<file path="src/rtl/mem_stage_lsu.sv">
// MEM-stage load/store unit: request/grant/response to data memory,
// store lane replication, load extension and pipeline stall.
module mem_stage_lsu #(
   parameter int RESP_TIMEOUT = 16,
   parameter int TO_W         = 5
) (
   input  logic        clk,
   input  logic        rst_n,
   input  logic [31:0] ALUResultM,
   input  logic [31:0] WriteDataM,
   input  logic        MemReadM,
   input  logic        MemWriteM,
   input  logic [2:0]  funct3M,
   output logic        dmem_req,
   output logic        dmem_we,
   output logic [31:0] dmem_addr,
   output logic [3:0]  dmem_be,
   output logic [31:0] dmem_wdata,
   input  logic        dmem_gnt,
   input  logic        dmem_rvalid,
   input  logic [31:0] dmem_rdata,
   output logic [31:0] ReadDataM,
   output logic        done_o,
   output logic        StallM,
   output logic        misaligned_o,
   output logic        illegal_o,
   output logic        bus_err_o
);

   localparam logic [1:0] S_IDLE = 2'd0;
   localparam logic [1:0] S_REQ  = 2'd1;
   localparam logic [1:0] S_RESP = 2'd2;
   localparam logic [1:0] S_DONE = 2'd3;

   localparam logic [TO_W-1:0] TO_LAST = TO_W'(RESP_TIMEOUT - 1);

   logic [1:0]      r_state;
   logic [TO_W-1:0] r_cnt;
   logic [1:0]      r_off;
   logic [2:0]      r_f3;
   logic            r_err;

   logic            w_idle;
   logic            w_one;
   logic            w_f3_ok;
   logic            w_aligned;
   logic            w_start;
   logic [3:0]      w_be;
   logic [31:0]     w_wdata;
   logic [31:0]     w_rfmt;

   assign w_idle = (r_state == S_IDLE);
   assign w_one  = MemReadM ^ MemWriteM;

   always_comb begin
      w_f3_ok = 1'b0;
      unique case (funct3M)
         3'b000, 3'b001, 3'b010: w_f3_ok = 1'b1;
         3'b100, 3'b101:         w_f3_ok = MemReadM;
         default:                w_f3_ok = 1'b0;
      endcase
   end

   always_comb begin
      w_aligned = 1'b1;
      unique case (funct3M[1:0])
         2'b00:   w_aligned = 1'b1;
         2'b01:   w_aligned = ~ALUResultM[0];
         default: w_aligned = (ALUResultM[1:0] == 2'b00);
      endcase
   end

   // Illegal wins over misaligned: misaligned only reported for legal funct3
   assign illegal_o    = w_idle & ((MemReadM & MemWriteM)
                                   | (w_one & ~w_f3_ok));
   assign misaligned_o = w_idle & w_one & w_f3_ok & ~w_aligned;
   assign w_start      = w_idle & w_one & w_f3_ok & w_aligned;

   always_comb begin
      w_be    = 4'b1111;
      w_wdata = WriteDataM;
      unique case (funct3M[1:0])
         2'b00: begin
            w_be    = 4'b0001 << ALUResultM[1:0];
            w_wdata = {4{WriteDataM[7:0]}};
         end
         2'b01: begin
            w_be    = ALUResultM[1] ? 4'b1100 : 4'b0011;
            w_wdata = {2{WriteDataM[15:0]}};
         end
         default: begin
            w_be    = 4'b1111;
            w_wdata = WriteDataM;
         end
      endcase
   end

   function automatic logic [31:0] fmt_load(
      input logic [2:0]  f3,
      input logic [1:0]  off,
      input logic [31:0] d
   );
      logic [7:0]  b;
      logic [15:0] h;
      logic [31:0] r;
      b = d[7:0];
      unique case (off)
         2'd0: b = d[7:0];
         2'd1: b = d[15:8];
         2'd2: b = d[23:16];
         2'd3: b = d[31:24];
      endcase
      h = off[1] ? d[31:16] : d[15:0];
      unique case (f3)
         3'b000:  r = {{24{b[7]}}, b};
         3'b001:  r = {{16{h[15]}}, h};
         3'b100:  r = {24'd0, b};
         3'b101:  r = {16'd0, h};
         default: r = d;
      endcase
      return r;
   endfunction

   assign w_rfmt = fmt_load(r_f3, r_off, dmem_rdata);

   always_ff @(posedge clk or negedge rst_n) begin
      if (!rst_n) begin
         r_state    <= S_IDLE;
         r_cnt      <= '0;
         r_off      <= '0;
         r_f3       <= '0;
         r_err      <= 1'b0;
         dmem_req   <= 1'b0;
         dmem_we    <= 1'b0;
         dmem_addr  <= '0;
         dmem_be    <= '0;
         dmem_wdata <= '0;
         ReadDataM  <= '0;
      end else begin
         unique case (r_state)
            S_IDLE: begin
               if (w_start) begin
                  dmem_req   <= 1'b1;
                  dmem_we    <= MemWriteM;
                  dmem_addr  <= {ALUResultM[31:2], 2'b00};
                  dmem_be    <= MemWriteM ? w_be : 4'b1111;
                  dmem_wdata <= MemWriteM ? w_wdata : 32'd0;
                  r_off      <= ALUResultM[1:0];
                  r_f3       <= funct3M;
                  r_err      <= 1'b0;
                  r_state    <= S_REQ;
               end
            end
            S_REQ: begin
               if (dmem_gnt) begin
                  dmem_req <= 1'b0;
                  r_cnt    <= '0;
                  r_state  <= dmem_we ? S_DONE : S_RESP;
               end
            end
            S_RESP: begin
               if (dmem_rvalid) begin
                  ReadDataM <= w_rfmt;
                  r_state   <= S_DONE;
               end else if (r_cnt == TO_LAST) begin
                  ReadDataM <= '0;
                  r_err     <= 1'b1;
                  r_state   <= S_DONE;
               end else begin
                  r_cnt <= r_cnt + TO_W'(1);
               end
            end
            S_DONE: begin
               r_err   <= 1'b0;
               r_state <= S_IDLE;
            end
         endcase
      end
   end

   assign done_o    = (r_state == S_DONE);
   assign bus_err_o = done_o & r_err;
   assign StallM    = w_start | (r_state == S_REQ) | (r_state == S_RESP);

endmodule

</file>
<file path="config.mk">
export PLATFORM = sky130hd
export DESIGN_NAME = mem_stage_lsu
export DESIGN_NICKNAME = d
export VERILOG_FILES = /design/src/rtl/mem_stage_lsu.sv
export SDC_FILE = /design/constraint.sdc
export NUM_CORES = 1
export LEC_CHECK = 0
export ABC_AREA = 1
export CORE_ASPECT_RATIO = 1.1
export CORE_MARGIN = 8
export CORE_UTILIZATION = 44
export DETAILED_ROUTE_END_ITERATION = 7
export PLACE_DENSITY_LB_ADDON = 0.12
export SYNTH_ARGS = -nofsm -noshare
export SYNTH_HDL_FRONTEND = slang
export SYNTH_SLANG_ARGS = --single-unit
</file>
<file path="constraint.sdc">
create_clock -name clk -period 3.3 [get_ports clk]
set_clock_uncertainty 0.05 [all_clocks]
set_input_delay 0.99 -clock clk [delete_from_list [all_inputs] [get_ports clk]]
set_output_delay 0.99 -clock clk [all_outputs]
set_load 0.05 [all_outputs]
</file>
## After elaboration in Yosys (flattened, before gate mapping)

Index checks and enable logic that the tools add are counted.

- Bits in registers: 113
- Bits of input ports: 105
- Output and inout port bits: 107

- $add $sub $neg: 1
- Eq/ne operators: 21
- Shift operators: 1
- Muxes and demuxes: 29
- Bitwise logic cells: 15
- Reductions and logical operators: 18

Operators with widths:

| kind | number |
|---|---|
| $pmux 32 s4 | 1 |
| $mux 32 | 3 |
| $pmux 32 s2 | 1 |
| $pmux 8 s4 | 1 |
| $mux 16 | 1 |
| $mux 5 | 3 |
| $eq 3x3->1 const B | 4 |
| $pmux 5 s2 | 1 |
| $and 1x1->1 | 8 |
| $eq 2x2->1 const B | 4 |
| $logic_not 2->1 | 4 |
| $mux 2 | 4 |
| $mux 4 | 2 |
| $ne 2x2->1 const B | 4 |
| $pmux 2 s4 | 1 |
| $pmux 4 s2 | 1 |
| $reduce_and 4->1 | 2 |
| $eq 2x1->1 const B | 3 |
| $eq 3x1->1 const B | 2 |
| $logic_not 3->1 | 2 |
| $mux 1 | 6 |
| $pmux 1 s2 | 3 |
| $reduce_and 3->1 | 2 |
| $reduce_bool 2->1 | 3 |
| 14 further kinds | 19 |

## Depth between registers and ports, before layout

- Depth after elaboration: 7
- Mapped depth: 10
- Depth with buffers taken out: 10

## Worst setup path before layout

Ideal clock, no wire load.

- Kind: input to output
- Start point: input port MemReadM
- End point: output port illegal_o
- Data arrival time: 2408 ps
- Setup slack: -148 ps
- Stages: 3
- Path through: ha_1 nand2_1 o21ai_0

- Longest elaborated chain between the ends: 5

Ends and longest elaborated chain:

| element | RTL line | text |
|---|---|---|
| start: declaration | 11 | `input logic MemReadM,` |
| $pmux 1 s2 | 57 | `unique case (funct3M)` |
| $not 1->1 | 75 | `\| (w_one & ~w_f3_ok));` |
| $and 1x1->1 | 75 |  |
| $or 1x1->1 * | 75 |  |
| $and 1x1->1 * | 74 | `assign illegal_o = w_idle & ((MemReadM & MemWriteM)` |
| end: declaration | 26 | `output logic illegal_o,` |

Mark *: on every way between the ends. The rest lies on a longest branch, timed or not.

## Final worst setup path

- Start point: input port funct3M[0]
- End point: output port misaligned_o

- Longest elaborated chain between the ends: 5

Ends and longest elaborated chain:

| element | RTL line | text |
|---|---|---|
| start: declaration | 13 | `input logic [2:0] funct3M,` |
| $eq 3x1->1, or another cell as far along | 57 |  |
| $reduce_or 3->1 or $reduce_or 2->1 (tied branches) | 57 |  |
| $pmux 1 s2 | 57 |  |
| $and 1x1->1 | 76 | `assign misaligned_o = w_idle & w_one & w_f3_ok & ~w_aligned;` |
| $and 1x1->1 * | 76 |  |
| end: declaration | 25 | `output logic misaligned_o,` |

Marks and branches as above.

==> impl_metrics.yaml <==
run_status:
  outcome: "completed"
global_route:
  grt_pass1_wl_um: 29300
  grt_max_degree: 90
  grt_pass1_vias: 5828
  grtUsageTotal_pct: 22.6
  antenna_found_initial: 1
  globalRouteOverflowTotal: 0
sta:
  drv_slew: 0
  tns_ns: 0
  fin_crit_ns: 3.20
  hold_viol_final: 0
  rsz0062_at_grt: "no"
  relSlewSlack_pct: 56.8
  setup_violations: 0
  finalCritPeriodShare_pct: 97.1
  worst_pin_slew_ns: 0.647
  fmax_mhz: 312
place:
  port_buffers: 209
  place.gp.congestion: 0.869
  dp_cells: 1079
  place_hpwl_um: 13200
  placed_area_um2: 7790
finish:
  final_cells: 1113
  drive_above_1_share_pct: 7.43
  final_cell_area_um2: 8470
  areaGrowthSynthToFinish_pct: 53.2
  fin_nets: 1054
route:
  wl_per_cell_um: 16.1
  routed_wl_um: 17900
  drt_pass1_iterations: 5
  ant_nets: 0
  drtIter0Drc: 414
  via_count: 5659
  vias_per_cell: 5.08
  drc: 0
logic_synthesis:
  syn_area_um2: 5530
  synth_top_area_share_pct: 51.1
  syn_inst: 731
  synth_edf_count: 0
  synthArstFlopShare_pct: 100
  netlist_top_cells_area: "dfrtp_1 51%, nand2_1 23%, o21ai_0 5.3%"
  synth_seq_area_share_pct: 51.1
  synth_warnings: 0
  synth_top_flop_cell: "dfrtp_1"
  synth.avg_cell_area_um2: 7.56
  synth_cell_types: 31
  yosys.area.top_type: "dfrtp_1"
  synth_seq_cells: 113
cts:
  cts_root_buf: "clkbuf_16"
  cts_tree: "done"
  clock-sinks: 113
  numCtsBuffers: 17
  clockBufferDepth: 2
  clock_latency_ns: 0.42
  cts.htree.levels: 4
  hold_buffers: 0
  clkSlewWorstSetupHoldPaths_ns: 0.06
setup_path:
  crit_fanout: 4
  cp.required_ns: 2.26
  start_kind: "input pin"
  path_class: "input pin to output port"
  arrival_ns: 2.16
  critPathCaptureType: "output port"
power:
  p_leak_nw: 4.16
  ir_worst_vdd_uv: 686
  power_mw: 9.38
  p_per_area_nw_per_um2: 1110
die:
  ios: 212
  die_width_um: 123
  fp.coreArea_um2: 12400
  core.rowCount: 43
  start_util_pct: 44.5
  die_h_um: 134
  die-area_um2: 16400
job:
  drv_cap: 0
worst_hold_path:
  holdCritPathClass: "register to register"
[metal layers]
layer	global-route usage, %	vias up	routed length, µm
met2	37.5	246	8820
met3	9.78	37	1820
met5	0	-	0
met1	24.6	2649	6770
met4	9.22	0	469
li1	-	2727	-
[final timing paths]
path	start	to	slack, ns	cells after the start
setup / recovery	funct3M[0]	misaligned_o	0.1	7
hold / removal	dmem_addr[20]	dmem_addr[20]	0.43	2
setup reg to reg	r_state[0]	r_cnt[3]	1.23	9
hold reg to reg	dmem_addr[20]	dmem_addr[20]	0.43	2
max in group asynchronous	rst_n	dmem_wdata[31]	1.86	2
min in group asynchronous	rst_n	r_err	0.55	1
[layout make-up]
| class | count | area (µm²) |
|---|---|---|
| Antenna cell | 1 | 2.50 |
| Clock buffer | 19 | 443 |
| Clock inverter | 13 | 210 |
| Fill cell | 1015 | 3960 |
| Inverter | 39 | 148 |
| Multi-Input combinational cell | 547 | 2390 |
| Sequential cell | 113 | 2830 |
| Tap cell | 157 | 196 |
| Timing Repair Buffer | 224 | 2260 |
[stage by stage]
step,utilization [%],hold slack (ns),setup slack [ns]
final,68.2,0.427,0.0953
after global routing,68.2,0.451,0.00298
after floorplan,-,0.392,0.0133
after detailed placement,62.7,0.414,-0.110
after CTS,68.1,0.430,0.0183
after global placement,62.7,0.408,-0.0207
[cells in the mapped netlist, drive strengths merged, types with 5 or more instances]
cell type,number
a21oi,16
clkbuf,14
nand2,341
nor2,63
buf,19
inv,38
ha,7
nand4,6
or2,5
dfrtp,113
o21ai,65
nand3,29
[worst max-delay path, stage by stage]
cell and delay [ns]:
clkdlybuf4s50_1 0.47, inv_1 0.10, nand2_1 0.07, nand2_2 0.13, nand2_1 0.08, nor2_2 0.17
buf_12 0.15
[power breakdown]
| part | switching (mW) | internal (mW) |
|---|---|---|
| registers | 0.402 | 1.99 |
| clock network | 0.663 | 1.36 |
| logic | 3.37 | 1.60 |
| total | 4.44 | 4.94 |
[cells by family after synthesis]
logic type               count (synthesis)  share of synthesized area [%]
AO/OA/AOI/OAI                           91                           8.64
adder cells (fa/ha/maj)                  7                           1.58
buffers and inverters                   72                           6.02
flip-flops                             113                           51.1
multiplexers                             1                          0.181
other                                    1                         0.0678
AND/OR/NAND/NOR                        446                           32.4
[sequential cells by signal, summed over array words and instances, names as in the netlist]
| signal | count |
|---|---|
| ReadDataM | 32 |
| r_off | 2 |
| dmem_addr | 30 |
| dmem_be | 4 |
| r_err | 1 |
| r_state | 2 |
| dmem_req | 1 |
| r_cnt | 5 |
| dmem_we | 1 |
| dmem_wdata | 32 |
| r_f3 | 3 |
[cells in the final DEF (no fill, tap or decap), types with 14 or more instances in the layout]
| master | Yosys | routed |
|---|---|---|
| a21oi_1 | 16 | 16 |
| buf_4 | 3 | 14 |
| clkbuf_16 | 0 | 17 |
| clkdlybuf4s50_1 | 0 | 202 |
| dfrtp_1 | 113 | 113 |
| inv_1 | 35 | 34 |
| nand2_1 | 339 | 337 |
| nand3_1 | 27 | 26 |
| nor2_1 | 61 | 60 |
| o21ai_0 | 58 | 57 |
[repair_timing]
action,in CTS,in global routing
setup endpoints to repair,3,3
pin swaps,2,0
resized for setup,8,1
buffers inserted,1,0
No activity file was read; power rests on OpenSTA's default activity.
